[config.mk]
export PLATFORM = sky130hd
export DESIGN_NAME = sub_bytes_sched_flat
export DESIGN_NICKNAME = d
export VERILOG_FILES = /design/src/rtl/aes_pkg.sv /design/src/rtl/sub_bytes_sched_if.sv /design/src/rtl/sub_bytes_sched_s_box.sv /design/src/rtl/sub_bytes_sched.sv /design/src/flat_wrapper.sv
export SDC_FILE = /design/constraint.sdc
export NUM_CORES = 1
export LEC_CHECK = 0
export CELL_PAD_IN_SITES_DETAIL_PLACEMENT = 1
export CELL_PAD_IN_SITES_GLOBAL_PLACEMENT = 1
export CORE_MARGIN = 4
export CORE_UTILIZATION = 39
export DETAILED_ROUTE_END_ITERATION = 8
export PLACE_DENSITY_LB_ADDON = 0.08
export SYNTH_ARGS = -nofsm -noshare
export SYNTH_HDL_FRONTEND = slang
export SYNTH_SLANG_ARGS = --single-unit
[constraint.sdc]
create_clock -name clk -period 10.1 [get_ports clk]
set_input_delay 1.515 -clock clk [delete_from_list [all_inputs] [get_ports clk]]
set_output_delay 1.515 -clock clk [all_outputs]
set_load 0.01 [all_outputs]
[src/rtl/aes_pkg.sv]
//------------------------------------------------------------------------------
// Module : aes_pkg
// Brief  : Shared widths and scheduler state encoding for the AES s_box sharing
// Rev    : 1.0  initial release
//------------------------------------------------------------------------------
`default_nettype none

package aes_pkg;

  localparam int AES_WORD_W  = 32;
  localparam int AES_STATE_W = 128;
  localparam int NB          = 4;

  typedef enum logic [0:0] {
    IDLE = 1'b0,
    RUN  = 1'b1
  } sched_state_e;

endpackage

`default_nettype wire

[src/rtl/sub_bytes_sched_if.sv]
//------------------------------------------------------------------------------
// Module : sub_bytes_sched_if
// Brief  : State and key-word request/response bundle for sub_bytes_sched
// Rev    : 1.0  initial release
//------------------------------------------------------------------------------
`default_nettype none

interface sub_bytes_sched_if;
  import aes_pkg::*;

  logic                   st_valid;
  logic [AES_STATE_W-1:0] st_in;
  logic                   st_ready;
  logic                   st_done;
  logic [AES_STATE_W-1:0] st_out;
  logic                   kw_req;
  logic [AES_WORD_W-1:0]  kw_in;
  logic                   kw_done;
  logic [AES_WORD_W-1:0]  kw_out;
  logic                   busy;

  modport master (
    output st_valid, st_in, kw_req, kw_in,
    input  st_ready, st_done, st_out, kw_done, kw_out, busy
  );

  modport slave (
    input  st_valid, st_in, kw_req, kw_in,
    output st_ready, st_done, st_out, kw_done, kw_out, busy
  );

endinterface

`default_nettype wire

[src/rtl/sub_bytes_sched_s_box.sv]
//------------------------------------------------------------------------------
// Module : s_box
// Brief  : Combinational AES forward S-box applied to all four bytes of a word
// Rev    : 1.0  initial release
//------------------------------------------------------------------------------
`default_nettype none

module s_box (
  input  wire logic [31:0] row_in,
  output logic      [31:0] row_out
);

  // Entry 0x00 sits in the top byte, so byte b lives at bit offset 8*(255-b) = {~b,3'b0}
  localparam logic [2047:0] C_SBOX = {
    128'h637c777bf26b6fc53001672bfed7ab76, 128'hca82c97dfa5947f0add4a2af9ca472c0,
    128'hb7fd9326363ff7cc34a5e5f171d83115, 128'h04c723c31896059a071280e2eb27b275,
    128'h09832c1a1b6e5aa0523bd6b329e32f84, 128'h53d100ed20fcb15b6acbbe394a4c58cf,
    128'hd0efaafb434d338545f9027f503c9fa8, 128'h51a3408f929d38f5bcb6da2110fff3d2,
    128'hcd0c13ec5f974417c4a77e3d645d1973, 128'h60814fdc222a908846eeb814de5e0bdb,
    128'he0323a0a4906245cc2d3ac629195e479, 128'he7c8376d8dd54ea96c56f4ea657aae08,
    128'hba78252e1ca6b4c6e8dd741f4bbd8b8a, 128'h703eb5664803f60e613557b986c11d9e,
    128'he1f8981169d98e949b1e87e9ce5528df, 128'h8ca1890dbfe6426841992d0fb054bb16
  };

  function automatic logic [7:0] sub_byte(input logic [7:0] b);
    return C_SBOX[{~b, 3'b000} +: 8];
  endfunction

  for (genvar i = 0; i < 4; i++) begin : g_byte
    assign row_out[8*i +: 8] = sub_byte(row_in[8*i +: 8]);
  end

endmodule

`default_nettype wire

[src/rtl/sub_bytes_sched.sv]
//------------------------------------------------------------------------------
// Module : sub_bytes_sched
// Brief  : Shares one s_box row between state SubBytes and key SubWord requests
// Rev    : 1.0  initial release
//------------------------------------------------------------------------------
`default_nettype none

module sub_bytes_sched #(
  parameter bit KEY_PRIO = 1'b1
) (
  input wire logic         clk,
  input wire logic         rst,
  sub_bytes_sched_if.slave bus
);
  import aes_pkg::*;

  sched_state_e           r_state;
  logic [1:0]             r_idx;
  logic [AES_STATE_W-1:0] r_st_cap;
  logic [AES_STATE_W-1:0] r_st_out;
  logic [AES_WORD_W-1:0]  r_kw_out;
  logic                   r_st_done;
  logic                   r_kw_done;

  logic                   w_key_grant;
  logic                   w_st_grant;
  logic [AES_WORD_W-1:0]  w_cap_word;
  logic [AES_WORD_W-1:0]  w_row_in;
  logic [AES_WORD_W-1:0]  w_row_out;

  // A key grant always raises kw_done next cycle, which blocks eligibility, so
  // two key grants can never be adjacent and the state op cannot starve.
  always_comb begin
    w_key_grant = bus.kw_req && !r_kw_done && ((r_state == IDLE) || KEY_PRIO);
    w_st_grant  = (r_state == RUN) && !w_key_grant;
    w_cap_word  = r_st_cap[127:96];
    case (r_idx)
      2'd1:    w_cap_word = r_st_cap[95:64];
      2'd2:    w_cap_word = r_st_cap[63:32];
      2'd3:    w_cap_word = r_st_cap[31:0];
      default: w_cap_word = r_st_cap[127:96];
    endcase
    w_row_in = w_key_grant ? bus.kw_in : w_cap_word;
  end

  s_box u_s_box (
    .row_in  (w_row_in),
    .row_out (w_row_out)
  );

  always_ff @(posedge clk or posedge rst) begin
    if (rst) begin
      r_state   <= IDLE;
      r_idx     <= 2'd0;
      r_st_cap  <= '0;
      r_st_out  <= '0;
      r_kw_out  <= '0;
      r_st_done <= 1'b0;
      r_kw_done <= 1'b0;
    end else begin
      r_st_done <= 1'b0;
      r_kw_done <= w_key_grant;
      if (w_key_grant) begin
        r_kw_out <= w_row_out;
      end
      case (r_state)
        IDLE: begin
          if (bus.st_valid) begin
            r_st_cap <= bus.st_in;
            r_idx    <= 2'd0;
            r_state  <= RUN;
          end
        end
        RUN: begin
          if (w_st_grant) begin
            case (r_idx)
              2'd0:    r_st_out[127:96] <= w_row_out;
              2'd1:    r_st_out[95:64]  <= w_row_out;
              2'd2:    r_st_out[63:32]  <= w_row_out;
              default: r_st_out[31:0]   <= w_row_out;
            endcase
            if (r_idx == 2'(NB - 1)) begin
              r_state   <= IDLE;
              r_st_done <= 1'b1;
            end else begin
              r_idx <= r_idx + 2'd1;
            end
          end
        end
        default: r_state <= IDLE;
      endcase
    end
  end

  assign bus.st_ready = (r_state == IDLE);
  assign bus.busy     = (r_state == RUN);
  assign bus.st_done  = r_st_done;
  assign bus.st_out   = r_st_out;
  assign bus.kw_done  = r_kw_done;
  assign bus.kw_out   = r_kw_out;

endmodule

`default_nettype wire
[src/flat_wrapper.sv]
// flat-port wrapper written by rule: the top's interface ports become plain ports
module sub_bytes_sched_flat import aes_pkg::*;
#(
  parameter bit KEY_PRIO = 1'b1
)
  (clk, rst, bus_st_valid, bus_st_in, bus_kw_req, bus_kw_in, bus_st_ready, bus_st_done, bus_st_out, bus_kw_done, bus_kw_out, bus_busy);
  sub_bytes_sched_if bus_i ();
  input wire logic clk;
  input wire logic rst;
  input wire logic [$bits(bus_i.st_valid)-1:0] bus_st_valid;
  input wire logic [$bits(bus_i.st_in)-1:0] bus_st_in;
  input wire logic [$bits(bus_i.kw_req)-1:0] bus_kw_req;
  input wire logic [$bits(bus_i.kw_in)-1:0] bus_kw_in;
  output wire logic [$bits(bus_i.st_ready)-1:0] bus_st_ready;
  output wire logic [$bits(bus_i.st_done)-1:0] bus_st_done;
  output wire logic [$bits(bus_i.st_out)-1:0] bus_st_out;
  output wire logic [$bits(bus_i.kw_done)-1:0] bus_kw_done;
  output wire logic [$bits(bus_i.kw_out)-1:0] bus_kw_out;
  output wire logic [$bits(bus_i.busy)-1:0] bus_busy;
  assign bus_i.st_valid = bus_st_valid;
  assign bus_i.st_in = bus_st_in;
  assign bus_i.kw_req = bus_kw_req;
  assign bus_i.kw_in = bus_kw_in;
  assign bus_st_ready = bus_i.st_ready;
  assign bus_st_done = bus_i.st_done;
  assign bus_st_out = bus_i.st_out;
  assign bus_kw_done = bus_i.kw_done;
  assign bus_kw_out = bus_i.kw_out;
  assign bus_busy = bus_i.busy;
  sub_bytes_sched #(.KEY_PRIO(KEY_PRIO)) u_core (.clk(clk), .rst(rst), .bus(bus_i));
endmodule
==> run_results.csv <==
group,metric,value,unit
finish,fill_cells,7414,
yosys,post_synth.cell_area_avg,8.12,um2
clock_tree,post_cts_resized,0,
yosys,synth_xor_area_share,0.0696,%
yosys,yosys_warnings,0,
floorplanning,die_w,262,um
worst_setup_path,timing.rr.start,"u_core.r_idx[0]",
sta,tightest_slew,1.45,ns
sta,slew_violations,0,
floorplanning,initial_core_util,39.7,%
status,violations,"design-rule violations",
sta,max_freq,126,MHz
clock_tree,root_buffer,"clkbuf_16",
yosys,async_flop_share,100,%
clock_tree,cts_buffers,37,
finish,area.growth.synth_to_final,20.3,%
yosys,netlist_area,25200,um2
route,ant_nets,0,
placed_design,hpwlAfterDp,105000,um
finish,final-seq-area,7330,um2
floorplanning,io_pins,328,
worst_setup_path,worstSetupStartpoint,"bus_kw_req",
global_routing,antenna_found_initial,15,
sta,slew_headroom,2.44,%
sta,tns,0,ns
worst_setup_path,crit_fanout,74,
global_routing,grt_max_degree,96,
placed_design,gp_congestion,1.09,
sta,finalClockSkew,0.0256,ns
route,drt-initial-drc-count,5113,
worst_setup_path,end_kind,"flip-flop",
yosys,synth_top_family_by_area,"compound AO/OA/AOI/OAI gates",
yosys,yosys.area_share.simple,16.6,%
status,status,"finished, violations left",
worst_setup_path,cpMaxStageDelayCell,"nor2_1",
yosys,yosysUniqueCellTypes,96,
min_path,hold_path.class,"reg -> reg",
yosys,synth_mux_area_share,10.1,%
route,wl,148000,um
worst_setup_path,cp.required,10.52,ns
job,cap_violations,0,
global_routing,track_usage,41.5,%
worst_setup_path,arrival,8.36,ns
sta,post-route-period-util,78.6,%
clock_tree,clk_latency,0.57,ns
clock_tree,path_clk_slew,0.06,ns
sta,setup_viol,0,
floorplanning,core_area,63400,um2
sta,finalHoldViolations,0,
global_routing,grt_pass1_wl,215000,um
worst_setup_path,path_cells,"clkdlybuf4s50_1 > nand2b_4 > inv_6 > a211oi_1 > nor2_1 > inv_1 > ha_1 > nor2_1 > a21boi_1 > nor3_1 > a311o_1 > o311ai_0 > o311ai_0 > a41oi_2 > o31ai_1",
worst_setup_path,worst-setup-path-type,"in -> reg",
yosys,synth_edf_count,0,
global_routing,grt-ovfl-total,0,
finish,multiInputGateArea,16400,um2
finish,post-route-util,47.7,%
yosys,synth_compound_area_share,35.6,%
floorplanning,fp.dieH,262,um
yosys,synth_ff_type,"dfrtp_1",
yosys,synthAdderAreaFrac,2.49,%
yosys,synthCells,3098,
min_path,min_from,"u_core.bus.kw_out[18]",
clock_tree,cts_tree,"yes",
clock_tree,clock_path_buffers,3,
worst_setup_path,slowest_delay,0.89,ns
finish,nets,3465,
global_routing,grt_pass1_vias,30700,
sta,period_needed,7.94,ns
route,firstDrtPassIters,9,
clock_tree,clock-sinks,293,
floorplanning,die_area,68600,um2
floorplanning,num_rows,92,
yosys,synth_nets,3312,
sta,rsz0062_at_grt,"no",
route,drc_errors,1,
clock_tree,postCtsSetupBuffers,0,
route,viasPerCell,7.39,
yosys,synth_seq_cells,293,
placed_design,io_buffers,327,
finish,drive_gt1_share,14.0,%
yosys,ys_seq_area_share,29.1,%
route,vias,30600,
route,drt-wirelength-per-cell,35.9,um
clock_tree,cts-htree-levels,2,
worst_setup_path,cp-start-kind,"primary input",
clock_tree,ctsHoldBuffers,0,
## layout make-up
type                            count  area share [%]
Antenna cell                       14           0.116
Tap cell                          846            3.50
Clock buffer                       49            3.37
Clock inverter                     14           0.641
Timing Repair Buffer              426            13.3
Inverter                           46           0.612
Multi-Input combinational cell   2447            54.3
Sequential cell                   293            24.2
## cells in the mapped netlist, types with 31 or more instances
cell type	number	area share, %
mux2_2	213	9.5
inv_1	37	0.55
a311oi_1	47	1.6
a221oi_1	37	1.3
a22oi_1	31	0.93
o211ai_1	92	2.7
buf_1	33	0.49
a21oi_1	271	5.4
nor2_1	193	2.9
o21ai_0	254	5.1
nor4_1	37	0.92
buf_2	102	2.0
o311ai_0	34	1.2
nand3_1	104	2.1
ha_1	50	2.5
a211o_1	31	1.1
clkbuf_1	168	2.5
dfrtp_1	293	29
a31oi_1	88	2.2
nand2_1	229	3.4
a211oi_1	82	2.4
nor3_1	137	2.7
## cells by family (layout without fill, tap and decap cells)
| group | Yosys count | after routing |
|---|---|---|
| other | 0 | 14 |
| XOR/XNOR | 2 | 2 |
| buffers and inverters | 358 | 535 |
| adder cells (fa/ha/maj) | 50 | 50 |
| AND/OR/NAND/NOR | 869 | 869 |
| AO/OA/AOI/OAI | 1301 | 1301 |
| multiplexers | 225 | 225 |
| flip-flops | 293 | 293 |
## layout by cell type (no fill, tap or decap), types with 37 or more instances in the layout
| cell type | instances |
|---|---|
| clkdlybuf4s50_1 | 327 |
| dfrtp_1 | 293 |
| a21oi_1 | 268 |
| o21ai_0 | 253 |
| nand2_1 | 227 |
| mux2_2 | 213 |
| nor2_1 | 188 |
| nor3_1 | 137 |
| nand3_1 | 104 |
| buf_4 | 99 |
| o211ai_1 | 92 |
| a31oi_1 | 88 |
| a211oi_1 | 77 |
| a311oi_1 | 47 |
| ha_1 | 46 |
| clkbuf_16 | 37 |
## sequential cells by signal, indices dropped and copies added (netlist names)
register	cells
u_core.r_st_cap	128
u_core.r_idx	2
u_core.bus.kw_out	32
u_core.bus.st_done	1
u_core.bus.busy	1
u_core.bus.kw_done	1
u_core.bus.st_out	128
## through the flow
stage	cell area [um2]	hold WS [ns]	std cells	setup WS (ns)
detailed placement	29000	0.472	4058	1.87
CTS	30200	0.485	4121	2.44
floorplan	25200	0.480	3098	0.494
global route	30300	0.502	4134	1.97
global placement	29000	0.464	4058	1.96
finish	30300	0.475	4135	2.16
## worst paths after layout
path | end | slack [ns] | depth (start not counted)
max in group asynchronous | u_core.r_st_cap[33] | 6.41 | 4
min in group asynchronous | u_core.r_st_cap[118] | 1.46 | 2
setup / recovery | u_core.bus.st_out[91] | 2.16 | 15
setup reg to reg | u_core.bus.st_out[91] | 2.94 | 16
hold reg to reg | u_core.bus.kw_out[18] | 0.48 | 2
hold / removal | u_core.bus.kw_out[18] | 0.48 | 2
## critical path: cells and delay by family
kind / cells / cell delay (ns)
compound gates: 7 / 2.06
fa+ha+maj: 1 / 0.62
simple gates: 4 / 2.10
buf+inv: 3 / 1.97
## layer usage
layer | global-route usage, % | routed length (um) | vias to the layer above
li1 | - | - | 12400
met1 | 52.8 | 55600 | 15100
met2 | 62.9 | 64100 | 2395
met3 | 11.7 | 17200 | 656
met4 | 24.9 | 11400 | 0
met5 | 0 | 0 | -
Power is not shown: default switching activity piles up to over one toggle a cycle in this logic, so the estimate is an artifact.
